## config.mk

```make
export PLATFORM = sky130hd
export DESIGN_NAME = store_align_unit
export DESIGN_NICKNAME = d
export VERILOG_FILES = /design/src/rtl/store_align_unit.sv
export SDC_FILE = /design/constraint.sdc
export NUM_CORES = 1
export LEC_CHECK = 0
export CAP_MARGIN = 20
export CORE_ASPECT_RATIO = 1.75
export CORE_MARGIN = 2
export CORE_UTILIZATION = 53
export CTS_CLUSTER_SIZE = 20
export DETAILED_ROUTE_END_ITERATION = 8
export PLACE_DENSITY = 0.86
export SYNTH_ARGS = -nofsm -noshare
export SYNTH_HDL_FRONTEND = slang
export SYNTH_SLANG_ARGS = --single-unit
```

## constraint.sdc

```tcl
create_clock -name clk -period 3.59 [get_ports clk]
set_input_delay 0.718 -clock clk [delete_from_list [all_inputs] [get_ports clk]]
set_output_delay 0.718 -clock clk [all_outputs]
set_load 0.005 [all_outputs]
```

## src/rtl/store_align_unit.sv

```systemverilog
// Store alignment unit: turns one (addr, data, size) store into word-aligned
// memory write beats with byte enables and lane-shifted data. A store that
// crosses a 32-bit word boundary becomes two beats (low word, then addr+4),
// or is rejected when misaligned splitting is disabled.
module store_align_unit #(
    parameter bit ALLOW_MISALIGNED = 1'b1
) (
    input  logic        clk,
    input  logic        rst_n,
    input  logic        st_valid,
    output logic        st_ready,
    input  logic [31:0] st_addr,
    input  logic [31:0] st_data,
    input  logic [1:0]  st_size,
    output logic        st_done,
    output logic        st_err,
    output logic        mem_req_valid,
    input  logic        mem_ready,
    output logic [31:0] mem_addr,
    output logic [31:0] mem_wdata,
    output logic [3:0]  mem_we
);

    typedef enum logic [1:0] {
        IDLE  = 2'd0,
        BEAT0 = 2'd1,
        BEAT1 = 2'd2
    } state_t;

    state_t      state;
    logic [3:0]  hi_we;
    logic [31:0] hi_wdata;

    logic [3:0]  mask;
    logic [31:0] lane_data;
    logic [7:0]  m8;
    logic [63:0] wide;
    logic        split;
    logic        reject;

    // Decode size into a byte mask and right-justified lane data, then shift both into place
    always_comb begin
        mask      = '0;
        lane_data = '0;
        case (st_size)
            2'd0: begin
                mask      = 4'b1111;
                lane_data = st_data;
            end
            2'd1: begin
                mask      = 4'b0011;
                lane_data = {16'h0000, st_data[15:0]};
            end
            2'd2: begin
                mask      = 4'b0001;
                lane_data = {24'h000000, st_data[7:0]};
            end
            default: begin
                mask      = '0;
                lane_data = '0;
            end
        endcase
        m8     = {4'b0000, mask} << st_addr[1:0];
        wide   = {32'h0000_0000, lane_data} << {st_addr[1:0], 3'b000};
        split  = |m8[7:4];
        reject = (st_size == 2'd3) || (split && !ALLOW_MISALIGNED);
    end

    assign st_ready = (state == IDLE);

    // Beat sequencer; the beat outputs are loaded on each transition so they stay stable while stalled
    always_ff @(posedge clk or negedge rst_n) begin
        if (!rst_n) begin
            state         <= IDLE;
            st_done       <= 1'b0;
            st_err        <= 1'b0;
            mem_req_valid <= 1'b0;
            mem_addr      <= '0;
            mem_wdata     <= '0;
            mem_we        <= '0;
            hi_we         <= '0;
            hi_wdata      <= '0;
        end else begin
            st_done <= 1'b0;
            st_err  <= 1'b0;
            case (state)
                IDLE: begin
                    if (st_valid) begin
                        if (reject) begin
                            st_err <= 1'b1;
                        end else begin
                            state         <= BEAT0;
                            mem_req_valid <= 1'b1;
                            mem_addr      <= {st_addr[31:2], 2'b00};
                            mem_we        <= m8[3:0];
                            mem_wdata     <= wide[31:0];
                            hi_we         <= m8[7:4];
                            hi_wdata      <= wide[63:32];
                        end
                    end
                end
                BEAT0: begin
                    if (mem_ready) begin
                        // A non-empty upper enable set is exactly the word-crossing case
                        if (|hi_we) begin
                            state     <= BEAT1;
                            mem_addr  <= mem_addr + 32'd4;
                            mem_we    <= hi_we;
                            mem_wdata <= hi_wdata;
                        end else begin
                            state         <= IDLE;
                            st_done       <= 1'b1;
                            mem_req_valid <= 1'b0;
                            mem_addr      <= '0;
                            mem_wdata     <= '0;
                            mem_we        <= '0;
                        end
                    end
                end
                BEAT1: begin
                    if (mem_ready) begin
                        state         <= IDLE;
                        st_done       <= 1'b1;
                        mem_req_valid <= 1'b0;
                        mem_addr      <= '0;
                        mem_wdata     <= '0;
                        mem_we        <= '0;
                    end
                end
                default: begin
                    state <= IDLE;
                end
            endcase
        end
    end

endmodule

```

==> results.md, run 1 <==
* Status: complete, no violations
* Highest routed layer: met4
* Area of the multi-input gates at 2640 um2
* CTS Sinks at 98
* Initial DRC Count at 450
* Util after Layout at between 70% and 80%
* Mapped Area at 5350 um2
* TritonCTS Buffers at 9
* Final nets at 809
* Initial antenna violation count at 0
* Clk_lat worst skew at between 0.3 and 0.4 ns
* Critical path required time at 3.86 ns
* FF/Latch Area at 2450 um2
* Arrival time of the worst setup path at 3.04 ns
* Mean Syn Cell Area at 8.68 um2
* RSZ-0062 raised after global routing: false
* Cells after synthesis at 616
* Rows at 48
* Clock Path Buffers at 2
* WL per Instance at 19.7 um
* Max Cap Violations at 0
* Final period util at 77.2%
* Die footprint at 10,900 um2
* Sequence of cells on the critical path: inv_1 > ha_1 > o311ai_2 > nor4_1 > and3b_1 > a21oi_1 > o21ai_0
* Detail Placement HPWL at around 12 mm
* Post-synthesis sequential area ratio at between 40 and 50%
* CTS tree: yes
* Worst Setup SP: state[0]$_DFFE_PN0P_
* Worst-path clk slew at approximately 0.070 ns
* Met3 Wirelength at 1.13 mm
* LEAKAGE at 0.00291 uW
* CP max-delay cell: nor4_1
* Final setup vio count at 0
* CP Launch Type: flop
* FF-to-FF setup slack at 0.82 ns
* Crit path max fanout at 15
* Peak VDD IR at between 400 and 500 uV
* Initial Util at roughly 54%
* R2R Path Start: state[0]$_DFFE_PN0P_
* Post-route cell area at 7120 um2
* Synthesis-to-layout area growth at 33.2%
* Met1 Wirelength at 6.13 mm
* All-Layer GR Usage at 31.8%
* Most common cell after layout, fill and taps aside: clkdlybuf4s50_1
* Slew Limit Fails at 0
* Most frequent cells in the layout: clkdlybuf4s50_1 (138), dfrtp_1 (98), o21ai_0 (90), nand2_1 (89), a21oi_1 (41)
* Setup TNS at 0 ns
* Crit path capture type: flop
* Die Span Y at ~140 um
* WP buf/inv at 1
* Core area at around 10000 um2
* DR DRC count at 0
* CTS root buf: clkbuf_16
* Max-Slew Margin vs Limit at 39.8%
* Placement Setup Slack at 0.600 ns
* IO Port Bufs at 139
* Cts hold-fix bufs at 0
* Overall power at 5410 uW
* # IOs at between 100 and 150
* Cts repair resizes at 0
* Drt total wl at 17.0 mm
* Seq cells post-synth at 98
* Routed length on met2 at 9.07 mm
* Worst Hold Class: in -> async
* Worst-Margin Slew at 0.899 ns
* Number of fill cells in the layout at between 700 and 800
* Vias in the first global route at 5,544
* Final Hold Vio Count at 0
* Power Dens Cells at 760 nW/um2
* Critical path class: reg -> reg
* Antenna Nets Post-Route at 0
* Vias at ~5,500
* Share of cells above drive strength 1 at 6.77%
* Fmax at around 360 MHz
* Drt first pass iters at 7
* Post-synth EDFFs at 0
* Yosys cell types at 50
* Largest net degree at the start of global routing at 59
* Ys flop type: dfrtp_1
* Synthesis Warnings at 0
* Routability cong. at 0.952
* Delay-heaviest family, CP: simple AND/OR/NAND/NOR gates
* Die Width at between 70 and 80 um
* Ant. Diodes at 0
* Setup Fix Bufs, Post-CTS at 0
* H-tree levels at 3
* Placed Area at 6810 um2
* Via/cell ratio at 6.31
* Clock skew at 0.00878 ns
* CP peak stage delay at 0.82 ns
* Post-synth ARST share at 100%
* Setup ws final at 0.819 ns
* Global route overflow at 0
* First-pass GRT wire length at 27.0 mm
* Crit path time final at 2.77 ns
[through the flow]
step / instances / hold slack, ns
4_1_cts: 864 / 0.444
6_report: 864 / 0.418
2_1_floorplan: 617 / 0.422
5_1_grt: 864 / 0.484
3_3_place_gp: 848 / 0.461
3_5_place_dp: 848 / 0.470
[state kept, by name, indices dropped and copies added (netlist names), 2 cells and up]
signal and flops:
hi_wdata 24, state 2, mem_addr 30, mem_wdata 32
mem_we 4, hi_we 3
[layer usage]
metal,up-vias,track usage (%)
met5,-,0
met4,0,15.4
met3,56,5.41
met2,284,56.9
met1,2605,36.0
li1,2506,-
[cells in the mapped netlist (4+ instances only)]
library cell	count	area, um2
or4_1	4	30.0
o21ai_0	90	450
inv_1	12	45.0
mux2_2	9	101
or3_1	6	37.5
o211ai_1	6	45.0
a22o_1	11	96.3
a22oi_1	35	263
nor3_1	8	40.0
nand3_1	24	120
a222oi_1	8	80.1
nor2_1	37	139
buf_2	5	25.0
a21oi_1	41	205
ha_1	5	62.6
and3_1	9	56.3
mux2i_1	8	80.1
a32oi_1	4	35.0
dfrtp_1	98	2450
a31oi_1	6	37.5
nand4_1	13	81.3
nand2_1	89	334
o22ai_1	4	25.0
nor4_1	4	25.0
clkbuf_1	38	143
nor3b_1	5	37.5
[worst register-to-register path, delay by kind of cell (launching register included)]
family          cells  cell delay [ns]
compound gates      3             0.48
fa+ha+maj           1             0.66
buf+inv             1             0.09
flops               1             0.38
simple gates        2             1.07
[layout make-up]
| cell class | count | area share [%] |
|---|---|---|
| Clock buffer | 9 | 3.16 |
| Clock inverter | 7 | 1.18 |
| Inverter | 13 | 0.685 |
| Multi-Input combinational cell | 456 | 37.0 |
| Sequential cell | 98 | 34.4 |
| Tap cell | 125 | 2.20 |
| Timing Repair Buffer | 156 | 21.3 |
[cell families after synthesis]
logic type,Yosys count,share of synthesized area [%]
mux,17,3.39
simple gates,209,18.4
fa+ha+maj,5,1.17
flops,98,45.9
compound gates,223,26.0
buf+inv,63,5.10
other cells,1,0.0701
[final timing paths]
check	end	cells past startpoint
worst max-delay path	mem_addr[17]$_DFFE_PN0P_	7
worst min-delay path	mem_wdata[25]$_DFFE_PN0P_	1
worst max register to register	mem_addr[17]$_DFFE_PN0P_	7
worst min register to register	mem_we[1]$_DFFE_PN0P_	2
max in group asynchronous	hi_wdata[19]$_DFFE_PN0P_	2
min in group clk	mem_we[1]$_DFFE_PN0P_	2
[power by group]
| group | switching [uW] | internal, uW |
|---|---|---|
| Clock | 469 | 555 |
| Combinational | 1330 | 1150 |
| Sequential | 401 | 1510 |
| Total | 2200 | 3210 |
Power figures use the tool's default switching activity.
==> inputs of run 2 (changes only) <==
--- a/config.mk
+++ b/config.mk
@@ -8,10 +8,10 @@
 export CAP_MARGIN = 20
 export CORE_ASPECT_RATIO = 1.75
 export CORE_MARGIN = 2
-export CORE_UTILIZATION = 53
+export CORE_UTILIZATION = 49
 export CTS_CLUSTER_SIZE = 20
 export DETAILED_ROUTE_END_ITERATION = 8
-export PLACE_DENSITY = 0.86
+export PLACE_DENSITY = 0.81
 export SYNTH_ARGS = -nofsm -noshare
 export SYNTH_HDL_FRONTEND = slang
 export SYNTH_SLANG_ARGS = --single-unit
==> constraint.sdc (replaced) <==
create_clock -name clk -period 2.88 [get_ports clk]
set_input_delay 0.576 -clock clk [delete_from_list [all_inputs] [get_ports clk]]
set_output_delay 0.576 -clock clk [all_outputs]
set_load 0.005 [all_outputs]
==> results.md, run 2 (same netlist as run 1, synthesis figures left out) <==
* Die Span Y at 142 um (+3.9%)
* Worst Hold Class: in -> async
* Max reg flops at 32 (unchanged)
* Placement Setup Slack at 0.145 ns (-0.454 ns)
* Largest net degree at the start of global routing at 75 (+27%)
* Critical path class: reg -> reg
* Largest regs: mem_wdata: 32 flops, mem_addr: 30 flops, hi_wdata: 24 flops
* Global route overflow at 0 (unchanged)
* Crit path capture type: flop
* Clk_lat worst skew at 0.34 ns (-0.02 ns)
* Most frequent cells in the layout: clkdlybuf4s50_1 (138), dfrtp_1 (98), o21ai_0 (90), nand2_1 (89), a21oi_1 (41)
* Vias at 5,358 (-1.7%)
* Clock Path Buffers at 2 (unchanged)
* Power Dens Cells at 945 nW/um2 (+24%)
* Status: complete, no violations
* Share of cells above drive strength 1 at 7.64% (+0.87 points)
* Setup ws final at 0.416 ns (-0.402 ns)
* Worst-Margin Slew at 0.938 ns (+0.0400 ns)
* CP Launch Type: flop
* Clock skew at 0.00904 ns (+0.000256 ns)
* Detail Placement HPWL at 12.3 mm (+0.88%)
* Drt first pass iters at 6 (-1)
* Drt total wl at 16.9 mm (-1.1%)
* Antenna Nets Post-Route at 0 (unchanged)
* Setup Fix Bufs, Post-CTS at 0 (unchanged)
* Die footprint at 11,800 um2 (+7.8%)
* Worst-path clk slew at 0.07 ns (about the same)
* Max-Slew Margin vs Limit at 37.3% (-2.4 points)
* Initial antenna violation count at 0 (unchanged)
* Top reg by flops: mem_wdata
* Initial Util at 50.0% (-4.3 points)
* Cts hold-fix bufs at 0 (unchanged)
* Util after Layout at 67.3% (-5.0 points)
* First-pass GRT wire length at 27.2 mm (+1.0%)
* Crit path time final at 2.46 ns (-0.308 ns)
* Rows at 50 (+4.2%)
* Core area at 10,700 um2 (+8.6%)
* Number of fill cells in the layout at 883 (+11%)
* CTS Sinks at 98 (unchanged)
* CTS root buf: clkbuf_16
* Die Width at 83.0 um (+3.8%)
* Routability cong. at 0.952 (about the same)
* DR DRC count at 0 (unchanged)
* TritonCTS Buffers at 9 (unchanged)
* WL per Instance at 19.2 um (-2.4%)
* CP max-delay cell: a211o_2
* Crit path max fanout at 72 (+57)
* Final Hold Vio Count at 0 (unchanged)
* Hold_ws at 0.130 ns (-0.289 ns)
* Placed Area at 6890 um2 (+1.2%)
* H-tree levels at 3 (unchanged)
* Sequence of cells on the critical path: inv_1 > ha_1 > o21ba_2 > a211o_2 > buf_12 > a21oi_1 > mux2_2
* Arrival time of the worst setup path at 2.69 ns (-0.35 ns)
* Slew Limit Fails at 0 (unchanged)
* Peak VDD IR at 489 uV (+12%)
* # IOs at 142 (unchanged)
* Synthesis-to-layout area growth at 34.7%
* LEAKAGE at 0.00295 uW (+1.4%)
* Final setup vio count at 0 (unchanged)
* All-Layer GR Usage at 29.1% (-2.7 points)
* Ant. Diodes at 0 (unchanged)
* Final period util at 85.5% (+8.3 points)
* Post-route cell area at 7200 um2 (+1.2%)
* Critical path required time at 3.10 ns (-0.76 ns)
* Setup TNS at 0 ns (unchanged)
* RSZ-0062 raised after global routing: false
* Cts repair resizes at 0 (unchanged)
* Most common cell after layout, fill and taps aside: clkdlybuf4s50_1
* Vias in the first global route at 5,377 (-3.0%)
* CP peak stage delay at 0.49 ns (-0.33 ns)
* CTS tree: yes
* IO Port Bufs at 139 (unchanged)
* Via/cell ratio at 6.12 (-3.1%)
* Max Cap Violations at 0 (unchanged)
* Initial DRC Count at 285 (-37%)
* Fmax at 406 MHz (+12%)
* Final nets at 816 (+0.87%)
-- run 2: cell types whose count changed in the layout (fill, tap and decap cells not counted), sizes merged --
cell	previous run	this run
clkinv	2	1
buf	18	25
clkinvlp	1	2
-- run 2: path summary, 6_finish.rpt --
kind,start,endpoint,slack (ns),depth (start not counted)
max reg2reg,state[1]$_DFFE_PN0P_,mem_req_valid$_DFFE_PN0P_,0.42,7
max in group asynchronous,rst_n,mem_addr[15]$_DFFE_PN0P_,2.03,2
min reg2reg,mem_wdata[3]$_DFFE_PN0P_,mem_wdata[3]$_DFFE_PN0P_,0.48,2
max,state[1]$_DFFE_PN0P_,mem_req_valid$_DFFE_PN0P_,0.42,7
min in group clk,mem_wdata[3]$_DFFE_PN0P_,mem_wdata[3]$_DFFE_PN0P_,0.48,2
min,rst_n,mem_wdata[22]$_DFFE_PN0P_,0.13,1
-- run 2: metrics by stage --
step / total power (uW) / instances
after CTS: 6850 / 876
after global routing: 7280 / 876
after detailed placement: 5560 / 860
final: 6810 / 876
after floorplan: 3910 / 617
after global placement: 5440 / 860
-- run 2: routing by layer --
metal  GRT usage [%]  vias to the layer above  wire [um]
li1                -                     2521          -
met1            31.8                     2524       6200
met2            54.8                      270       9100
met3            5.05                       43       1020
met4            12.6                        0        548
met5               0                        -          0
-- run 2: final cells by class --
cell class	count	area, um2	share of cell area (%)
sequential	98	2450	34.1
inverter	13	48.8	0.678
multi-input combinational	456	2640	36.6
clock inverter	7	82.6	1.15
tap	130	163	2.26
clock buffer	9	225	3.13
timing repair buffer	163	1590	22.1
-- run 2: critical path, delay by kind of cell (launching register included) --
| kind | cells | cell delay, ns |
|---|---|---|
| AOI/OAI and AO/OA | 3 | 0.91 |
| adders and majority gates | 1 | 0.31 |
| buffers and inverters | 2 | 0.37 |
| muxes | 1 | 0.35 |
| DFF | 1 | 0.39 |
-- run 2: where the power goes --
part / leakage (uW) / internal [uW] / total (uW) / switching (uW)
Combinational: 0.00150 / 1500 / 3190 / 1700
Clock: 0.000145 / 690 / 1260 / 568
Sequential: 0.00130 / 1880 / 2360 / 478
Total: 0.00295 / 4060 / 6810 / 2740
